**config.mk**
```make
export PLATFORM = sky130hd
export DESIGN_NAME = gpmc_bus_capture
export DESIGN_NICKNAME = d
export VERILOG_FILES = /design/src/rtl/gpmc_pkg.sv /design/src/rtl/gpmc_sync.sv /design/src/rtl/gpmc_bus_capture.sv
export SDC_FILE = /design/constraint.sdc
export NUM_CORES = 1
export LEC_CHECK = 0
export CAP_MARGIN = 20
export CORE_MARGIN = 2
export CORE_UTILIZATION = 52
export CTS_CLUSTER_SIZE = 12
export DETAILED_ROUTE_END_ITERATION = 8
export PLACE_DENSITY = 0.89
export REMOVE_ABC_BUFFERS = 1
export SLEW_MARGIN = 30
export SYNTH_ARGS = -nofsm -noshare
export SYNTH_HDL_FRONTEND = slang
export SYNTH_SLANG_ARGS = --single-unit
```
**constraint.sdc**
```tcl
create_clock -name CLK_100M -period 4 [get_ports CLK_100M]
set_input_delay 0.4 -clock CLK_100M [delete_from_list [all_inputs] [get_ports CLK_100M]]
set_output_delay 0.4 -clock CLK_100M [all_outputs]
set_load 0.03 [all_outputs]
```
**src/rtl/gpmc_pkg.sv**
```systemverilog
// gpmc_pkg: shared FSM encoding and data width for the GPMC capture front-end.
package gpmc_pkg;

    localparam int GPMC_DATA_W = 16;

    typedef enum logic [2:0] {
        STATE_IDLE      = 3'd0,
        STATE_ADDR      = 3'd1,
        STATE_WAIT_DIR  = 3'd2,
        STATE_WRITE     = 3'd3,
        STATE_READ_REQ  = 3'd4,
        STATE_READ_WAIT = 3'd5,
        STATE_READ_HOLD = 3'd6
    } state_e;

endpackage

```
**src/rtl/gpmc_sync.sv**
```systemverilog
// gpmc_sync: STAGES-deep synchronizer chain for W bits with a selectable reset level.
module gpmc_sync #(
    parameter int           STAGES  = 2,
    parameter int           W       = 1,
    parameter logic [W-1:0] RST_VAL = '0
) (
    input  logic         clk_i,
    input  logic         rst_ni,
    input  logic [W-1:0] d_i,
    output logic [W-1:0] q_o
);

    logic [STAGES-1:0][W-1:0] chain_q;

    always_ff @(posedge clk_i or negedge rst_ni) begin
        if (!rst_ni) begin
            chain_q <= {STAGES{RST_VAL}};
        end else begin
            chain_q <= {chain_q[STAGES-2:0], d_i};
        end
    end

    assign q_o = chain_q[STAGES-1];

endmodule

```
**src/rtl/gpmc_bus_capture.sv**
```systemverilog
// gpmc_bus_capture: turns the asynchronous muxed GPMC bus into single-cycle
// register read/write requests in the CLK_100M domain and drives read data back.
module gpmc_bus_capture
    import gpmc_pkg::*;
#(
    parameter int SYNC_STAGES = 2,
    parameter int ADDR_W      = 8
) (
    input  logic                   CLK_100M,
    input  logic                   RST_N,
    input  logic [GPMC_DATA_W-1:0] GPMC_AD_IN,
    output logic [GPMC_DATA_W-1:0] GPMC_AD_OUT,
    output logic                   GPMC_AD_OE,
    input  logic                   GPMC_ADVN,
    input  logic                   GPMC_CSN1,
    input  logic                   GPMC_WEIN,
    input  logic                   GPMC_OEN,
    output logic [ADDR_W-1:0]      ADDR,
    output logic [GPMC_DATA_W-1:0] WR_DATA,
    output logic                   WR_STB,
    output logic                   RD_STB,
    input  logic [GPMC_DATA_W-1:0] RD_DATA,
    output logic                   BUSY
);

    logic                   advn_s, csn_s, wein_s, oen_s;
    logic [GPMC_DATA_W-1:0] ad_s;

    gpmc_sync #(.STAGES(SYNC_STAGES), .W(1), .RST_VAL(1'b1)) u_sync_advn (
        .clk_i(CLK_100M), .rst_ni(RST_N), .d_i(GPMC_ADVN), .q_o(advn_s)
    );
    gpmc_sync #(.STAGES(SYNC_STAGES), .W(1), .RST_VAL(1'b1)) u_sync_csn (
        .clk_i(CLK_100M), .rst_ni(RST_N), .d_i(GPMC_CSN1), .q_o(csn_s)
    );
    gpmc_sync #(.STAGES(SYNC_STAGES), .W(1), .RST_VAL(1'b1)) u_sync_wein (
        .clk_i(CLK_100M), .rst_ni(RST_N), .d_i(GPMC_WEIN), .q_o(wein_s)
    );
    gpmc_sync #(.STAGES(SYNC_STAGES), .W(1), .RST_VAL(1'b1)) u_sync_oen (
        .clk_i(CLK_100M), .rst_ni(RST_N), .d_i(GPMC_OEN), .q_o(oen_s)
    );
    gpmc_sync #(.STAGES(SYNC_STAGES), .W(GPMC_DATA_W), .RST_VAL('0)) u_sync_ad (
        .clk_i(CLK_100M), .rst_ni(RST_N), .d_i(GPMC_AD_IN), .q_o(ad_s)
    );

    state_e                 state_q, state_d;
    logic                   advn_dly_q, wein_dly_q;
    logic [GPMC_DATA_W-1:0] ad_dly_q;
    logic [ADDR_W-1:0]      addr_q, addr_d;
    logic [GPMC_DATA_W-1:0] wr_data_q, wr_data_d, ad_out_q, ad_out_d;
    logic                   wr_stb_q, wr_stb_d, oe_q, oe_d;
    logic                   advn_rise, wein_rise, pad_safe;

    // ad_dly_q lines up with the last low sample of ADVN/WEIN when their rise is seen
    assign advn_rise = advn_s & ~advn_dly_q;
    assign wein_rise = wein_s & ~wein_dly_q;
    assign pad_safe  = advn_s & wein_s;

    always_comb begin
        state_d   = state_q;
        addr_d    = addr_q;
        wr_data_d = wr_data_q;
        wr_stb_d  = 1'b0;
        ad_out_d  = ad_out_q;
        oe_d      = 1'b0;
        if (state_q != STATE_IDLE && csn_s) begin
            state_d = STATE_IDLE;
        end else begin
            case (state_q)
                STATE_IDLE:      state_d = !advn_s ? STATE_ADDR : STATE_IDLE;
                STATE_ADDR: begin
                    if (advn_rise) begin
                        addr_d  = ad_dly_q[ADDR_W-1:0];
                        state_d = STATE_WAIT_DIR;
                    end
                end
                STATE_WAIT_DIR:  state_d = !wein_s ? STATE_WRITE :
                                           !oen_s  ? STATE_READ_REQ : STATE_WAIT_DIR;
                STATE_WRITE: begin
                    if (wein_rise) begin
                        wr_data_d = ad_dly_q;
                        wr_stb_d  = 1'b1;
                        state_d   = STATE_IDLE;
                    end
                end
                STATE_READ_REQ:  state_d = STATE_READ_WAIT;
                STATE_READ_WAIT: begin
                    ad_out_d = RD_DATA;
                    oe_d     = pad_safe;
                    state_d  = STATE_READ_HOLD;
                end
                STATE_READ_HOLD: begin
                    oe_d    = oe_q & pad_safe & ~oen_s;
                    state_d = oen_s ? STATE_IDLE : STATE_READ_HOLD;
                end
                default:         state_d = STATE_IDLE;
            endcase
        end
    end

    always_ff @(posedge CLK_100M or negedge RST_N) begin
        if (!RST_N) begin
            state_q    <= STATE_IDLE;
            advn_dly_q <= 1'b1;
            wein_dly_q <= 1'b1;
            ad_dly_q   <= '0;
            addr_q     <= '0;
            wr_data_q  <= '0;
            wr_stb_q   <= 1'b0;
            ad_out_q   <= '0;
            oe_q       <= 1'b0;
        end else begin
            state_q    <= state_d;
            advn_dly_q <= advn_s;
            wein_dly_q <= wein_s;
            ad_dly_q   <= ad_s;
            addr_q     <= addr_d;
            wr_data_q  <= wr_data_d;
            wr_stb_q   <= wr_stb_d;
            ad_out_q   <= ad_out_d;
            oe_q       <= oe_d;
        end
    end

    // gate with the synchronized controls so contention drops the driver without waiting an edge
    assign GPMC_AD_OE  = oe_q & pad_safe;
    assign GPMC_AD_OUT = ad_out_q;
    assign ADDR        = addr_q;
    assign WR_DATA     = wr_data_q;
    assign WR_STB      = wr_stb_q;
    assign RD_STB      = (state_q == STATE_READ_REQ);
    assign BUSY        = (state_q != STATE_IDLE);

endmodule

```
==> results.md, run 1 <==
* Sequential power share at 0.466
* CTS tree: yes
* Final worst-path cycle share at 0.595
* Row cnt at 29
* GPL Wtd Cong at between 0.8 and 0.9
* Pleak at between 2 and 2.5 nW
* Worst setup SP type: flip-flop
* Routed len/inst at about 15 um
* Clock-pin transition on the worst setup and hold timing paths at roughly 0.09 ns
* Root buffer cell: clkbuf_8
* HPWL after detailed placement at ~3600 um
* Share of layout cells above drive strength 1 at 0.285
* Crit-path max FO at 9
* Via count of the routed design at 1724
* Synth top area share at 0.679
* Count of routing violations after the opening detailed-route iteration at 46
* Clock Skews at 0.00708 ns
* Num Clock Sinks at ~100
* Total gr overflow at 0
* Most frequent cell after synthesis: dfrtp_1
* FILL cells at 416
* Slew @ Worst Pin at 0.641 ns
* Starting Density at 0.540
* Most frequent cells after synthesis: dfrtp_1 (93), mux2_2 (22), mux2_4 (19)
* Drt pass-1 iters at 4
* Post-DP Area at around 4300 um2
* CP required at 3.60 ns
* Synth Register Bits at slightly above 100
* Switch share at 0.315
* Clock network fraction of total power at 0.209
* Min Hold Slack at approximately 0.038 ns
* Synthesized cell area at between 3000 and 4000 um2
* Pin count of the biggest net entering global routing at 75
* PwrDens at 645 nW/um2
* ANT cells at 0
* CTS resizes at 0
* CTS buffer count at 9
* Worst reg2reg path depth at 3
* Slew HR at 0.573
* Syn_area_per_cell at approximately 19 um2
* Chip Width at roughly 85 um
* Fin. max-slew vios at 0
* Setup Buffers After CTS at 0
* RSZ-0062 raised after global routing: no
* Ys async rst share at 1.00
* Critical path class: reg2out
* Max_cap viols at 0
* Layout overhead on the synthesized area at 30.1%
* FMAX at 0.420 GHz
* Final #Nets at between 300 and 400
* I/O Pins at approximately 80
* Post-synth cell types at 33
* Die area at between 7000 and 8000 um2
* Register area share after synthesis at 0.755
* Final hold violations at 0
* Global-route wire length before repair at around 9000 um
* Area contributors post-synth: dfrtp_1 (68%), mux2_4 (8.3%), dfstp_2 (7.7%), mux2_2 (7.2%), buf_6 (1.6%)
* DR vias/cell at 4.91
* Cell area after layout at approximately 4500 um2
* Core area at around 6300 um2
* Tmin final at around 2.4 ns
* Hold crit path type: in2async
* H-tree levels at 3
* Status: finished clean
* Post-route ant nets at 0
* Post-route DRC at 0
* Setup TNS Final at 0 ns
* Initial antenna violation count at 0
* Leading area contributor after synthesis: dfrtp_1
* NetSw at 0.000907 W
* Worst-skew pair later-pin latency at between 0.3 and 0.4 ns
* Main synth FF type: dfrtp_1
* Synth Warn # at 0
* Vias in the first global route at 1874
* Max VDD drop at roughly 0.45 mV
* Internal Power at approximately 0.002 W
* Cells after synthesis at between 150 and 200
* IO Port Bufs at between 80 and 90
* Final wirelength at ~5200 um
* Setup Viol. Count Final at 0
* CP endpoint kind: primary output
* CTS Hold Bufs at 0
* Height of the die at approximately 85 um
* Comb pwr share at 0.326
* Maximum clock path buffer count at 2
* Overall routing resource usage at 0.167
* CP Data Arrival Time at about 2.0 ns
* EDFF count, synth at 0
==> cells in the final DEF (no fill, tap or decap), types with 2 or more instances in the layout <==
| cell | count |
|---|---|
| nand2_1 | 2 |
| dfstp_2 | 10 |
| mux2_4 | 19 |
| clkdlybuf4s50_1 | 80 |
| clkinv_2 | 2 |
| nor2_1 | 2 |
| nand3_1 | 2 |
| clkbuf_8 | 12 |
| mux2_2 | 22 |
| dfrtp_1 | 93 |
| inv_1 | 3 |
==> logic make-up after synthesis <==
| family | synth area share |
|---|---|
| buffers and inverters | 0.0266 |
| AND/OR/NAND/NOR | 0.0453 |
| multiplexers | 0.158 |
| AO/OA/AOI/OAI | 0.0142 |
| flip-flops | 0.755 |
==> worst max-delay path: stages, from the launching register on <==
cell	delay, ns
dfrtp_1	0.51
or3_2	0.51
clkdlybuf4s50_1	0.61
==> power groups by stage <==
| stage | Sequential (W) | Combinational [W] | Clock, W |
|---|---|---|---|
| final | 0.00134 | 0.000938 | 0.000601 |
| after global routing | 0.00137 | 0.000984 | 0.000678 |
| after CTS | 0.00134 | 0.000949 | 0.000629 |
| after detailed placement | 0.00136 | 0.000947 | 0 |
| after global placement | 0.00135 | 0.000927 | 0 |
| after floorplan | 0.00165 | 0.000225 | 0 |
==> metal layers <==
metal,up-vias,global-route usage,wire (um)
li1,790,-,-
met1,858,0.203,2120
met2,68,0.264,2570
met3,8,0.0759,444
met4,0,0.0649,65
met5,-,0,0
==> path summary, 6_finish.rpt <==
kind | start | end | slack [ns]
setup / recovery | state_q[1] | BUSY | 1.62
hold / removal | RST_N | WR_DATA[6] | 0.04
setup reg to reg | u_sync_wein.q_o | WR_DATA[10] | 2.27
hold reg to reg | u_sync_ad.q_o[14] | ad_dly_q[14] | 0.35
max in group asynchronous | RST_N | u_sync_ad.q_o[3] | 3.13
min in group CLK_100M | u_sync_ad.q_o[14] | ad_dly_q[14] | 0.35
==> layout make-up <==
| type | count | area (um2) | share of cell area |
|---|---|---|---|
| well taps | 77 | 96.3 | 0.0216 |
| clock inverters | 4 | 27.5 | 0.00617 |
| clock buffers | 12 | 165 | 0.0370 |
| repair buffers | 82 | 820 | 0.184 |
| inverters | 4 | 15.0 | 0.00337 |
| multi-input cells | 69 | 747 | 0.167 |
| flip-flops and latches | 103 | 2590 | 0.581 |
==> metrics by stage <==
stage               instances   util  total power [W]  setup slack [ns]
global placement          335  0.672          0.00228              2.05
finish                    351  0.702          0.00288              1.62
detailed placement        335  0.672          0.00231              2.00
global route              351  0.702          0.00303              1.55
CTS                       351  0.702          0.00292              1.59
floorplan                 176      -          0.00188              2.48
==> sequential cells by signal, summed over array words and instances, names as in the netlist <==
name	count
ADDR	8
GPMC_AD_OUT	16
WR_DATA	16
WR_STB	1
ad_dly_q	16
advn_dly_q	1
oe_q	1
state_q	3
u_sync_ad.chain_q	16
u_sync_ad.q_o	16
u_sync_advn.chain_q	1
u_sync_advn.q_o	1
u_sync_csn.chain_q	1
u_sync_csn.q_o	1
u_sync_oen.chain_q	1
u_sync_oen.q_o	1
u_sync_wein.chain_q	1
u_sync_wein.q_o	1
wein_dly_q	1
Note: power is estimated with default switching activity, not from simulation.
==> run 2, diff against run 1 <==
--- a/config.mk
+++ b/config.mk
@@ -7,10 +7,10 @@
 export LEC_CHECK = 0
 export CAP_MARGIN = 20
 export CORE_MARGIN = 2
-export CORE_UTILIZATION = 52
+export CORE_UTILIZATION = 49
 export CTS_CLUSTER_SIZE = 12
 export DETAILED_ROUTE_END_ITERATION = 8
-export PLACE_DENSITY = 0.89
+export PLACE_DENSITY = 0.85
 export REMOVE_ABC_BUFFERS = 1
 export SLEW_MARGIN = 30
 export SYNTH_ARGS = -nofsm -noshare
==> constraint.sdc (replaced) <==
create_clock -name CLK_100M -period 2.4 [get_ports CLK_100M]
set_input_delay 0.24 -clock CLK_100M [delete_from_list [all_inputs] [get_ports CLK_100M]]
set_output_delay 0.24 -clock CLK_100M [all_outputs]
set_load 0.03 [all_outputs]
==> run 2 against run 1 <==
  * Cell count rose by 6.3%
  * Critical path depth did not move
  * Routed wire length rose by 2.7%
  * Clock power rose by 98%
  * Sequential cell count did not move
  * Power rose by 73%
  * Worst setup slack got worse by 1.4 ns
  * Clock-buffer cell count fell by 1
  * Register-to-register slack got worse by 1.6 ns
  * Clock skew rose by 0.0062 ns
  * Critical path type unchanged
  * Largest cell class unchanged
==> results.md, run 2 (synthesized netlist as in run 1, its figures left out) <==
* Critical path class: reg2out (unchanged)
* Layout overhead on the synthesized area at 32.8% (was 30.1%)
* ANT cells at 0 (unchanged)
* Post-DP Area at 4320 um2 (was 4260 um2)
* Final #Nets at 310 (was 307)
* Clock Skews at 0.0133 ns (was 0.00708 ns)
* Routed len/inst at 14.3 um (was 14.8 um)
* WP depth at 2 (unchanged)
* Met2 WL at 2660 um (was 2570 um)
* PwrDens at 1090 nW/um2 (was 645 nW/um2)
* Final Util at 0.670 (was 0.702)
* CTS tree: yes (unchanged)
* Non-filler instance count after layout at 373 (was 351)
* Die area at 7680 um2 (was 7260 um2)
* Max_cap viols at 0 (unchanged)
* RSZ-0062 raised after global routing: no (unchanged)
* Core area at 6790 um2 (was 6350 um2)
* Clock-pin transition on the worst setup and hold timing paths at 0.10 ns (was 0.09 ns)
* Worst path slowest cell: clkdlybuf4s50_1 (unchanged)
* Num Clock Sinks at 103 (unchanged)
* Share of layout cells above drive strength 1 at 0.285 (about the same)
* Tmin final at roughly 2.2 ns
* Clock network fraction of total power at 0.238 (was 0.209)
* Chip Width at 87.6 um (was 85.2 um)
* Switch share at 0.307 (was 0.315)
* Pleak at 2.06 nW (was 2.03 nW)
* Worst-skew pair later-pin latency at 0.35 ns (about the same)
* Vias in the first global route at 1825 (was 1874)
* IO Port Bufs at 81 (unchanged)
* Internal Power at 0.00345 W (was 0.00197 W)
* Final hold violations at 0 (unchanged)
* Overall routing resource usage at 0.149 (was 0.167)
* CP endpoint kind: primary output (unchanged)
* Crit-path max FO at 9 (unchanged)
* FILL cells at 495 (was 416)
* Final worst-path cycle share at 0.918
* Sequential power share at 0.449 (was 0.466)
* FMAX at ~0.45 GHz
* Total gr overflow at 0 (unchanged)
* Count of routing violations after the opening detailed-route iteration at 48 (was 46)
* Hold crit path type: in2reg (was in2async)
* DR vias/cell at 4.69 (was 4.91)
* Post-route ant nets at 0 (unchanged)
* GPL Wtd Cong at 0.816 (was 0.805)
* Final wirelength at 5340 um (was 5200 um)
* CP Data Arrival Time at 1.96 ns (was 1.98 ns)
* Comb pwr share at 0.313 (was 0.326)
* Setup Viol. Count Final at 0 (unchanged)
* WL met1 at 2210 um (was 2120 um)
* Cell area after layout at 4550 um2 (was 4460 um2)
* Height of the die at 87.6 um (was 85.2 um)
* Top routing layer in use: met4 (unchanged)
* H-tree levels at 3 (unchanged)
* Row cnt at 30 (was 29)
* Placed Cells incl. Taps at 356 (was 335)
* Fin. max-slew vios at 0 (unchanged)
* NetSw at 0.00153 W (was 0.000907 W)
* Worst stage delay on the critical path at 0.60 ns (was 0.61 ns)
* Crit-path cells: or3_2 > clkdlybuf4s50_1 (unchanged)
* Routed length on met3 at 424 um (was 444 um)
* Post-route DRC at 0 (unchanged)
* Hold Crit Depth at 1
* Drt pass-1 iters at 3 (was 4)
* CP required at 2.16 ns (was 3.60 ns)
* Commonest cells after routing, fill and taps aside: dfrtp_1 (93), clkdlybuf4s50_1 (80), mux2_2 (22) (unchanged)
* Min Hold Slack at 0.283 ns (was 0.0375 ns)
* CTS buffer count at 9 (unchanged)
* HPWL after detailed placement at 3710 um (was 3590 um)
* Most common cell after layout, fill and taps aside: dfrtp_1 (unchanged)
* Worst setup SP type: flip-flop (unchanged)
* Setup TNS Final at 0 ns (unchanged)
* Family with the most delay on the worst path: buffers and inverters (unchanged)
* Max VDD drop at 0.653 mV (was 0.447 mV)
* Via count of the routed design at 1750 (was 1724)
* Pin count of the biggest net entering global routing at 47 (was 75)
* Initial antenna violation count at 0 (unchanged)
* Buf/Inv on CP at 1 (unchanged)
* Global-route wire length before repair at 8490 um (was 9070 um)
* Slew @ Worst Pin at 0.578 ns (was 0.641 ns)
* Slew HR at 0.614 (was 0.573)
* Worst reg2reg path depth at 3 (unchanged)
* Status: finished clean (unchanged)
* Root buffer cell: clkbuf_8 (unchanged)
* I/O Pins at 82 (unchanged)
* Starting Density at 0.505 (was 0.540)
* Maximum clock path buffer count at 2 (unchanged)
[run 2: changes by cell type in the layout (fill, tap and decap cells not counted), sizes merged]
cell / before / now
inv: 5 / 7
dlygate4sd3: 0 / 1
bufinv: 0 / 2
buf: 2 / 4
clkbuf: 12 / 11
clkinv: 3 / 0
[run 2: area by class of cell]
type,instances,area [um2],area share
Clock buffer,11,141,0.0311
Tap cell,96,120,0.0264
Timing Repair Buffer,85,853,0.187
Inverter,4,15.0,0.00330
Clock inverter,5,86.3,0.0190
Multi-Input combinational cell,69,747,0.164
Sequential cell,103,2590,0.569
[run 2: power by group through the flow]
stage | Combinational [W] | Clock [W] | Sequential (W)
6_report | 0.00156 | 0.00119 | 0.00224
4_1_cts | 0.00158 | 0.00124 | 0.00224
3_5_place_dp | 0.00158 | 0 | 0.00227
5_1_grt | 0.00164 | 0.00131 | 0.00228
3_3_place_gp | 0.00154 | 0 | 0.00226
2_1_floorplan | 0.000375 | 0 | 0.00275
[run 2: worst paths after layout]
| path | startpoint | endpoint | slack (ns) |
|---|---|---|---|
| setup / recovery | state_q[1] | BUSY | 0.20 |
| hold / removal | GPMC_CSN1 | u_sync_csn.chain_q[0] | 0.28 |
| setup reg to reg | u_sync_wein.q_o | WR_DATA[11] | 0.67 |
| hold reg to reg | u_sync_ad.chain_q[2] | u_sync_ad.q_o[2] | 0.35 |
| max in group asynchronous | RST_N | u_sync_csn.q_o | 1.27 |
| min in group asynchronous | RST_N | ad_dly_q[7] | 0.43 |
[run 2: worst register-to-register path: stages, from the launching register on]
cell and delay [ns]:
dfstp_2 0.59, and2b_1 0.21, nand4_4 0.38, mux2_4 0.44
[run 2: what timing repair did]
item                      CTS  global route
gates resized for setup     0             0
setup buffers               0             0
hold buffers                1             0
hold endpoints to repair   36             0
[run 2: metrics by stage]
step                power (W)  worst slack, ns
global placement      0.00380            0.606
detailed placement    0.00385            0.582
finish                0.00498            0.196
CTS                   0.00506            0.168
floorplan             0.00313            0.880
global route          0.00523            0.119
[run 2: layer usage]
layer | up-vias | global-route usage
met5 | - | 0
met4 | 0 | 0.0462
met3 | 5 | 0.0782
met2 | 68 | 0.238
met1 | 882 | 0.176
li1 | 795 | -
